**config.mk**
```make
export PLATFORM = sky130hd
export DESIGN_NAME = bcd_multi_seq
export DESIGN_NICKNAME = d
export VERILOG_FILES = /design/src/rtl/bcd_multi_seq.sv
export SDC_FILE = /design/constraint.sdc
export NUM_CORES = 1
export LEC_CHECK = 0
export ABC_AREA = 1
export CORE_ASPECT_RATIO = 0.7
export CORE_MARGIN = 2
export CORE_UTILIZATION = 34
export CTS_CLUSTER_SIZE = 24
export DETAILED_ROUTE_END_ITERATION = 6
export PLACE_DENSITY = 0.63
export SLEW_MARGIN = 20
export SYNTH_ARGS = -nofsm -noshare
export SYNTH_HDL_FRONTEND = slang
export SYNTH_SLANG_ARGS = --single-unit
```
**constraint.sdc**
```tcl
create_clock -name clk100M -period 5.2 [get_ports clk100M]
set_input_delay 1.56 -clock clk100M [delete_from_list [all_inputs] [get_ports clk100M]]
set_output_delay 1.56 -clock clk100M [all_outputs]
set_load 0.02 [all_outputs]
```
**src/rtl/bcd_multi_seq.sv**
```systemverilog
// Multi-digit BCD up/down counter with programmable tick divider and a
// time-multiplexed, active-low 7-segment display driver with leading-zero blanking.
module bcd_multi_seq #(
  parameter int N_DIGITS = 4,
  parameter int TICK_DIV = 100000000,
  parameter int SCAN_DIV = 100000,
  parameter int BLANK_LZ = 1
) (
  input  logic                    clk100M,
  input  logic                    sys_rst,
  input  logic                    en,
  input  logic                    U_D,
  input  logic                    sat,
  input  logic                    load,
  input  logic [4*N_DIGITS-1:0]   load_val,
  input  logic [N_DIGITS-1:0]     dp_in,
  output logic [4*N_DIGITS-1:0]   out,
  output logic                    wrap,
  output logic                    CA,
  output logic                    CB,
  output logic                    CC,
  output logic                    CD,
  output logic                    CE,
  output logic                    CF,
  output logic                    CG,
  output logic                    DP,
  output logic [7:0]              AN
);

  localparam int TW = (TICK_DIV > 1) ? $clog2(TICK_DIV) : 1;
  localparam int SW = (SCAN_DIV > 1) ? $clog2(SCAN_DIV) : 1;
  localparam logic [4*N_DIGITS-1:0] ALL9 = {N_DIGITS{4'h9}};

  logic [TW-1:0]           r_tick_cnt;
  logic [SW-1:0]           r_scan_cnt;
  logic [2:0]              r_idx;
  logic [4*N_DIGITS-1:0]   r_out;
  logic                    r_wrap;
  logic [7:0]              r_an;
  logic [6:0]              r_seg;
  logic                    r_dp;

  logic                    w_tick;
  logic                    w_scan_tc;
  logic [4*N_DIGITS-1:0]   w_out_next;
  logic                    w_wrap_next;
  logic [3:0]              w_sel_digit;
  logic                    w_sel_dp;
  logic                    w_blank;

  assign w_tick    = (r_tick_cnt == TW'(TICK_DIV - 1));
  assign w_scan_tc = (r_scan_cnt == SW'(SCAN_DIV - 1));

  function automatic logic [6:0] seg_decode(input logic [3:0] v);
    case (v)
      4'd0:    seg_decode = 7'b0000001;
      4'd1:    seg_decode = 7'b1001111;
      4'd2:    seg_decode = 7'b0010010;
      4'd3:    seg_decode = 7'b0000110;
      4'd4:    seg_decode = 7'b1001100;
      4'd5:    seg_decode = 7'b0100100;
      4'd6:    seg_decode = 7'b0100000;
      4'd7:    seg_decode = 7'b0001111;
      4'd8:    seg_decode = 7'b0000000;
      4'd9:    seg_decode = 7'b0000100;
      default: seg_decode = 7'b1111111;
    endcase
  endfunction

  // Next count: load beats tick; carry/borrow ripples through all digits in one cycle.
  always_comb begin
    logic carry;
    w_out_next  = r_out;
    w_wrap_next = 1'b0;
    carry       = 1'b1;
    if (load) begin
      for (int d = 0; d < N_DIGITS; d++) begin
        w_out_next[4*d +: 4] = (load_val[4*d +: 4] > 4'd9) ? 4'd0 : load_val[4*d +: 4];
      end
    end else if (w_tick && en) begin
      if (U_D) begin
        if (r_out == ALL9) begin
          if (!sat) begin
            w_out_next  = '0;
            w_wrap_next = 1'b1;
          end
        end else begin
          for (int d = 0; d < N_DIGITS; d++) begin
            if (carry) begin
              if (r_out[4*d +: 4] == 4'd9) begin
                w_out_next[4*d +: 4] = 4'd0;
              end else begin
                w_out_next[4*d +: 4] = r_out[4*d +: 4] + 4'd1;
                carry = 1'b0;
              end
            end
          end
        end
      end else begin
        if (r_out == '0) begin
          if (!sat) begin
            w_out_next  = ALL9;
            w_wrap_next = 1'b1;
          end
        end else begin
          for (int d = 0; d < N_DIGITS; d++) begin
            if (carry) begin
              if (r_out[4*d +: 4] == 4'd0) begin
                w_out_next[4*d +: 4] = 4'd9;
              end else begin
                w_out_next[4*d +: 4] = r_out[4*d +: 4] - 4'd1;
                carry = 1'b0;
              end
            end
          end
        end
      end
    end
  end

  // Walk from the top digit down so zero_hi means "this digit and all above are 0".
  always_comb begin
    logic zero_hi;
    w_sel_digit = 4'd0;
    w_sel_dp    = 1'b1;
    w_blank     = 1'b0;
    zero_hi     = 1'b1;
    for (int d = N_DIGITS - 1; d >= 0; d--) begin
      zero_hi = zero_hi && (r_out[4*d +: 4] == 4'd0);
      if (r_idx == 3'(d)) begin
        w_sel_digit = r_out[4*d +: 4];
        w_sel_dp    = ~dp_in[d];
        w_blank     = (BLANK_LZ != 0) && (d != 0) && zero_hi;
      end
    end
  end

  always_ff @(posedge clk100M) begin
    if (sys_rst) begin
      r_tick_cnt <= '0;
      r_scan_cnt <= '0;
      r_idx      <= 3'd0;
      r_out      <= '0;
      r_wrap     <= 1'b0;
      r_an       <= 8'hFF;
      r_seg      <= 7'h7F;
      r_dp       <= 1'b1;
    end else begin
      r_tick_cnt <= w_tick ? '0 : r_tick_cnt + TW'(1);
      r_scan_cnt <= w_scan_tc ? '0 : r_scan_cnt + SW'(1);
      if (w_scan_tc) begin
        r_idx <= (r_idx == 3'(N_DIGITS - 1)) ? 3'd0 : r_idx + 3'd1;
      end
      r_out  <= w_out_next;
      r_wrap <= w_wrap_next;
      r_an   <= ~(8'd1 << r_idx);
      r_seg  <= w_blank ? 7'h7F : seg_decode(w_sel_digit);
      r_dp   <= w_sel_dp;
    end
  end

  assign out  = r_out;
  assign wrap = r_wrap;
  assign {CA, CB, CC, CD, CE, CF, CG} = r_seg;
  assign DP   = r_dp;
  assign AN   = r_an;

endmodule

```
==> flow_metrics.env, run 1 <==
export IMPL_io_buffers=58
export IMPL_fin_setup_tns_ns=0
export IMPL_drive_gt1_share_pct=6.41
export IMPL_syn_to_final_growth_pct=20.9
export IMPL_die_area_um2=15800
export IMPL_wl_per_cell_um=12.7
export IMPL_ys_seq_area_share_pct=31.9
export IMPL_antenna_found_initial=0
export IMPL_cts_root_buf="clkbuf_16"
export IMPL_setup_violations=0
export IMPL_synth_adder_area_share_pct=5.99
export IMPL_synth_seq_cells=80
export IMPL_worst_setup_path_start_kind="input pin"
export IMPL_syn_area_per_cell_um2=6.56
export IMPL_slowest_stage="clkdlybuf4s50_1"
export IMPL_crit_arrival_ns=3.75
export IMPL_post_cts_resized=0
export IMPL_finalCritPeriodShare_pct=67.5
export IMPL_holdBufCountCts=0
export IMPL_postSynthNetCount=814
export IMPL_slew_limit_headroom_pct=45.8
export IMPL_path_cells="clkdlybuf4s50_1 > nor2_2 > inv_1 > o21ai_1 > inv_1 > nand3_2 > nand2_1 > nand2_1 > nor2_1"
export IMPL_run_status="finished clean"
export IMPL_drt_first_pass_iters=5
export IMPL_finalMaxSlewViolations=0
export IMPL_die_h_um=106
export IMPL_syn_inst=764
export IMPL_start_util_pct=34.5
export IMPL_crit_path_end_kind="register"
export IMPL_p_leak_nw=2.63
export IMPL_crit_family="buffers and inverters"
export IMPL_path_buf_inv=3
export IMPL_muxShareOfSynthArea_pct=0
export IMPL_h_tree_depth=3
export IMPL_synthDistinctLibCells=43
export IMPL_drc_errors=0
export IMPL_fmax_mhz=285
export IMPL_synth_top_family_by_area="simple AND/OR/NAND/NOR gates"
export IMPL_gp_congestion=0.898
export IMPL_grt_pass1_vias=4308
export IMPL_ir_drop_uv=179
export IMPL_grt_pass1_wl_mm=21.5
export IMPL_vias=4938
export IMPL_cts_setup_buffers=0
export IMPL_grtUsageTotal_pct=17.0
export IMPL_yosys_area_share_xor_xnor_pct=2.97
export IMPL_diodes=0
export IMPL_antenna_left=0
export IMPL_vias_per_cell=4.83
export IMPL_cts_tree="built"
export IMPL_cp_required_ns=5.44
export IMPL_rsz0062_at_grt="no"
export IMPL_synth_simple_area_share_pct=39.3
export IMPL_ioPinCount=59
export IMPL_path_max_fanout=21
export IMPL_finalWirelength_mm=13.0
export IMPL_power_density_nw_per_um2=256
export IMPL_numCtsBuffers=9
export IMPL_tightestPinTransition_ns=0.810
export IMPL_period_needed_ns=3.51
export IMPL_gr_total_overflow=0
export IMPL_die_width_um=149
export IMPL_path_class="in2reg"
export IMPL_fin_util_pct=41.7
export IMPL_core_um2=14500
export IMPL_path_clk_slew_ns=0.07
export IMPL_hold_viol=0
export IMPL_fin_skew_ns=0.00528
export IMPL_cap_viol_max_count=0
export IMPL_cpPeakStageDelay_ns=0.83
export IMPL_drtIter0Drc=299
export IMPL_grt_max_degree=27
export IMPL_nets=872
export IMPL_hpwl_mm=10.0
export IMPL_cts_sinks=80
export IMPL_syn_area_um2=5010
export IMPL_hold_path_class="reg2reg"
export IMPL_clk_latency_ns=0.35
export IMPL_synth_compound_area_share_pct=9.93
export IMPL_clockBufferDepth=2
export IMPL_ys_warn_count=0
export IMPL_std_cell_rows=37
==> flip-flops by register name, indices dropped and copies added (netlist names) <==
| name | count |
|---|---|
| AN | 8 |
| DP | 1 |
| out | 16 |
| r_idx | 3 |
| r_scan_cnt | 17 |
| r_seg | 7 |
| r_tick_cnt | 27 |
| wrap | 1 |
==> power by group <==
part,switching [mW],internal [mW],total (mW)
Combinational,0.170,0.115,0.285
Sequential,0.0293,0.637,0.666
Clock,0.273,0.327,0.600
Total,0.472,1.08,1.55
==> synthesized netlist by cell type <==
library cell,number,area [um2]
buf_1,1,3.75
nand3_1,72,360
buf_8,1,15.0
o31ai_1,1,7.51
a21oi_2,1,8.76
or2_2,6,37.5
inv_1,106,398
and2_1,1,6.26
nor2_1,87,327
dfxtp_1,80,1600
nor3_2,3,30.0
clkbuf_1,3,11.3
xnor2_1,6,52.6
nand2_2,2,12.5
ha_1,24,300
a21oi_1,36,180
or2_0,3,18.8
xor2_1,11,96.3
nor2_4,1,11.3
a22oi_1,2,15.0
nand3b_1,1,7.51
a22o_1,1,8.76
buf_2,7,35.0
nand3_2,4,40.0
and3_1,2,12.5
o211ai_1,6,45.0
inv_2,4,15.0
nor3b_1,3,22.5
o22ai_1,1,6.26
nor3_1,14,70.1
o21ai_0,38,190
clkinv_1,1,3.75
o21ai_1,4,20.0
nand2_4,4,45.0
nor2_8,1,20.0
nor2_2,7,43.8
nand2_1,175,657
nand4_1,38,238
clkinv_2,1,5.00
buf_4,1,7.51
o21ai_2,1,8.76
o21a_1,1,7.51
nor4_1,2,12.5
==> cell usage in the layout, fill, tap and decap left out, types with 24 or more instances in the layout <==
cell type	count
a21oi_1	36
nor2_1	87
ha_1	24
inv_1	106
nand2_1	175
nand4_1	38
o21ai_0	38
dfxtp_1	80
clkdlybuf4s50_1	58
nand3_1	72
==> path summary, 6_finish.rpt <==
| check | from | to | slack, ns | cells after the start |
|---|---|---|---|---|
| setup reg to reg | r_idx[0] | r_seg[6] | 2.67 | 13 |
| hold reg to reg | r_scan_cnt[0] | r_scan_cnt[0] | 0.46 | 1 |
| setup / recovery | load | out[8] | 1.69 | 9 |
| hold / removal | r_scan_cnt[0] | r_scan_cnt[0] | 0.46 | 1 |
==> stage by stage <==
stage	setup slack, ns	total power, mW	instance area [um2]	cells	hold WS [ns]
after floorplan	2.66	0.855	5010	764	0.418
after global placement	1.48	0.961	5780	1006	0.436
after detailed placement	1.42	0.961	5780	1006	0.445
after CTS	1.76	1.56	6060	1022	0.460
after global routing	1.42	1.63	6060	1022	0.499
final	1.69	1.55	6060	1022	0.462
==> metal layers <==
layer,track usage [%],up-vias,wire [um]
met2,23.3,109,5060
met5,0,-,0
met3,3.77,10,829
li1,-,2614,-
met1,26.1,2205,7000
met4,4.56,0,138
==> cell type report <==
class	count	area (um2)
fillers	1510	8470
multi-input cells	559	2920
well taps	195	244
inverters	112	422
clock buffers	9	225
repair buffers	60	596
flip-flops and latches	80	1600
clock inverters	7	55.1
==> cells by family (layout without fill, tap and decap cells) <==
kind of cell	count (synthesis)	after routing
simple gates	426	426
xor+xnor	17	17
fa+ha+maj	24	24
flops	80	80
compound gates	92	92
buf+inv	125	188
Note: power is estimated with default switching activity, not from simulation.
==> inputs of run 2 (changes only) <==
PLACE_DENSITY = 0.65   (was 0.63)
clock period = 2.92 ns   (was 5.2 ns; I/O delays follow)
==> run 2 against run 1 <==
  * Routed wire length down 0.56%
  * Sequential power increased by 79%
  * Sequential share of layout area down 0.25 points
  * Via count up 1.4%
  * Flip-flop and latch count did not move
  * Non-clock buffer count is 8 higher
  * Cell area increased by 0.97%
  * Count of clock-buffer cells in the layout stayed put
==> flow_metrics.env, run 2 (synthesis results as in run 1) <==
export IMPL_wl_per_cell_um=12.6
export IMPL_vias=5005
export IMPL_hold_viol=0
export IMPL_use_met1_pct=26.5
export IMPL_period_needed_ns=2.50
export IMPL_numCtsBuffers=9
export IMPL_grt_pass1_vias=4426
export IMPL_crit_path_end_kind="output pin"
export IMPL_cp_depth=1
export IMPL_finalCritPeriodShare_pct=85.5
export IMPL_hold_path_class="reg2reg"
export IMPL_antenna_left=0
export IMPL_worst_setup_path_start_kind="register"
export IMPL_hpwl_mm=10.0
export IMPL_core_um2=14500
export IMPL_ff2ff_path_depth=10
export IMPL_h_tree_depth=3
export IMPL_met2_usage_pct=23.5
export IMPL_slowest_stage="clkdlybuf4s50_1"
export IMPL_regMostFlops="r_tick_cnt"
export IMPL_drt_first_pass_iters=5
export IMPL_drive_gt1_share_pct=7.31
export IMPL_drtIter0Drc=331
export IMPL_fin_util_pct=42.1
export IMPL_rsz0062_at_grt="no"
export IMPL_run_status="finished clean"
export IMPL_crit_arrival_ns=1.62
export IMPL_post_cts_resized=0
export IMPL_path_class="reg2out"
export IMPL_cpPeakStageDelay_ns=0.71
export IMPL_slew_limit_headroom_pct=62.4
export IMPL_finalWirelength_mm=13.0
export IMPL_tightestPinTransition_ns=0.563
export IMPL_grt_max_degree=27
export IMPL_path_clk_slew_ns=0.06
export IMPL_cap_viol_max_count=0
export IMPL_global_route_peak_usage_layer="met1"
export IMPL_nets=880
export IMPL_use_met3_pct=3.46
export IMPL_holdBufCountCts=0
export IMPL_final_cell_mix="nand2_1, inv_1, nor2_1, dfxtp_1, nand3_1"
export IMPL_dp_cells=1014
export IMPL_largest_reg_flops=27
export IMPL_cts_tree="built"
export IMPL_ioPinCount=59
export IMPL_fin_setup_tns_ns=0
export IMPL_gr_total_overflow=0
export IMPL_die_width_um=149
export IMPL_drc_errors=0
export IMPL_io_buffers=58
export IMPL_cp_required_ns=2.04
export IMPL_final_common_cell="nand2_1"
export IMPL_p_leak_nw=2.67
export IMPL_clk_latency_ns=0.34
export IMPL_gp_congestion=0.887
export IMPL_ir_drop_uv=255
export IMPL_cts_root_buf="clkbuf_16"
export IMPL_die_h_um=106
export IMPL_syn_to_final_growth_pct=22.1
export IMPL_clockBufferDepth=2
export IMPL_diodes=0
export IMPL_crit_family="buffers and inverters"
export IMPL_worstHoldPathCells=1
export IMPL_power_density_nw_per_um2=451
export IMPL_cts_setup_buffers=0
export IMPL_vias_per_cell=4.86
export IMPL_grt_pass1_wl_mm=21.8
export IMPL_fmax_mhz=400
export IMPL_final_instance_count_excl_fill=1030
export IMPL_path_max_fanout=8
export IMPL_cts_sinks=80
export IMPL_grtUsageTotal_pct=17.1
export IMPL_path_buf_inv=1
export IMPL_fin_hold_ws_ns=0.446
export IMPL_antenna_found_initial=0
export IMPL_finalMaxSlewViolations=0
export IMPL_setup_violations=0
export IMPL_std_cell_rows=37
export IMPL_fin_skew_ns=0.00724
export IMPL_die_area_um2=15800
export IMPL_start_util_pct=34.5
export IMPL_path_cells="clkdlybuf4s50_1"
-- run 2: changes by cell type in the layout (fill, tap and decap cells not counted) --
cell        delta
clkinvlp_4     +1
buf_4          +8
clkinv_4       -1
-- run 2: report_power, final --
group	switching, mW	internal (mW)
clock network	0.476	0.581
registers	0.0525	1.13
logic	0.305	0.212
-- run 2: path summary, 6_finish.rpt --
| path | from | to | slack [ns] |
|---|---|---|---|
| min | r_scan_cnt[0] | r_scan_cnt[0] | 0.45 |
| min reg2reg | r_scan_cnt[0] | r_scan_cnt[0] | 0.45 |
| max | out[10] | out[10] | 0.42 |
| max reg2reg | r_idx[0] | r_seg[3] | 0.43 |
-- run 2: layout make-up --
| type | instances | area (um2) |
|---|---|---|
| Fill cell | 1518 | 8420 |
| Multi-Input combinational cell | 559 | 2920 |
| Sequential cell | 80 | 1600 |
| Timing Repair Buffer | 68 | 656 |
| Inverter | 112 | 422 |
| Tap cell | 195 | 244 |
| Clock buffer | 9 | 225 |
| Clock inverter | 7 | 53.8 |
-- run 2: metal layers --
layer | up-vias | wire, um
li1 | 2624 | -
met1 | 2215 | 6770
met2 | 149 | 5060
met3 | 17 | 929
met4 | 0 | 195
met5 | - | 0
-- run 2: stage by stage --
stage / cell area [um2] / setup slack, ns / power, mW
global placement: 5840 / 0.235 / 1.72
floorplan: 5010 / 0.759 / 1.52
finish: 6120 / 0.423 / 2.76
global route: 6120 / 0.228 / 2.91
CTS: 6120 / 0.389 / 2.79
detailed placement: 5840 / 0.213 / 1.72
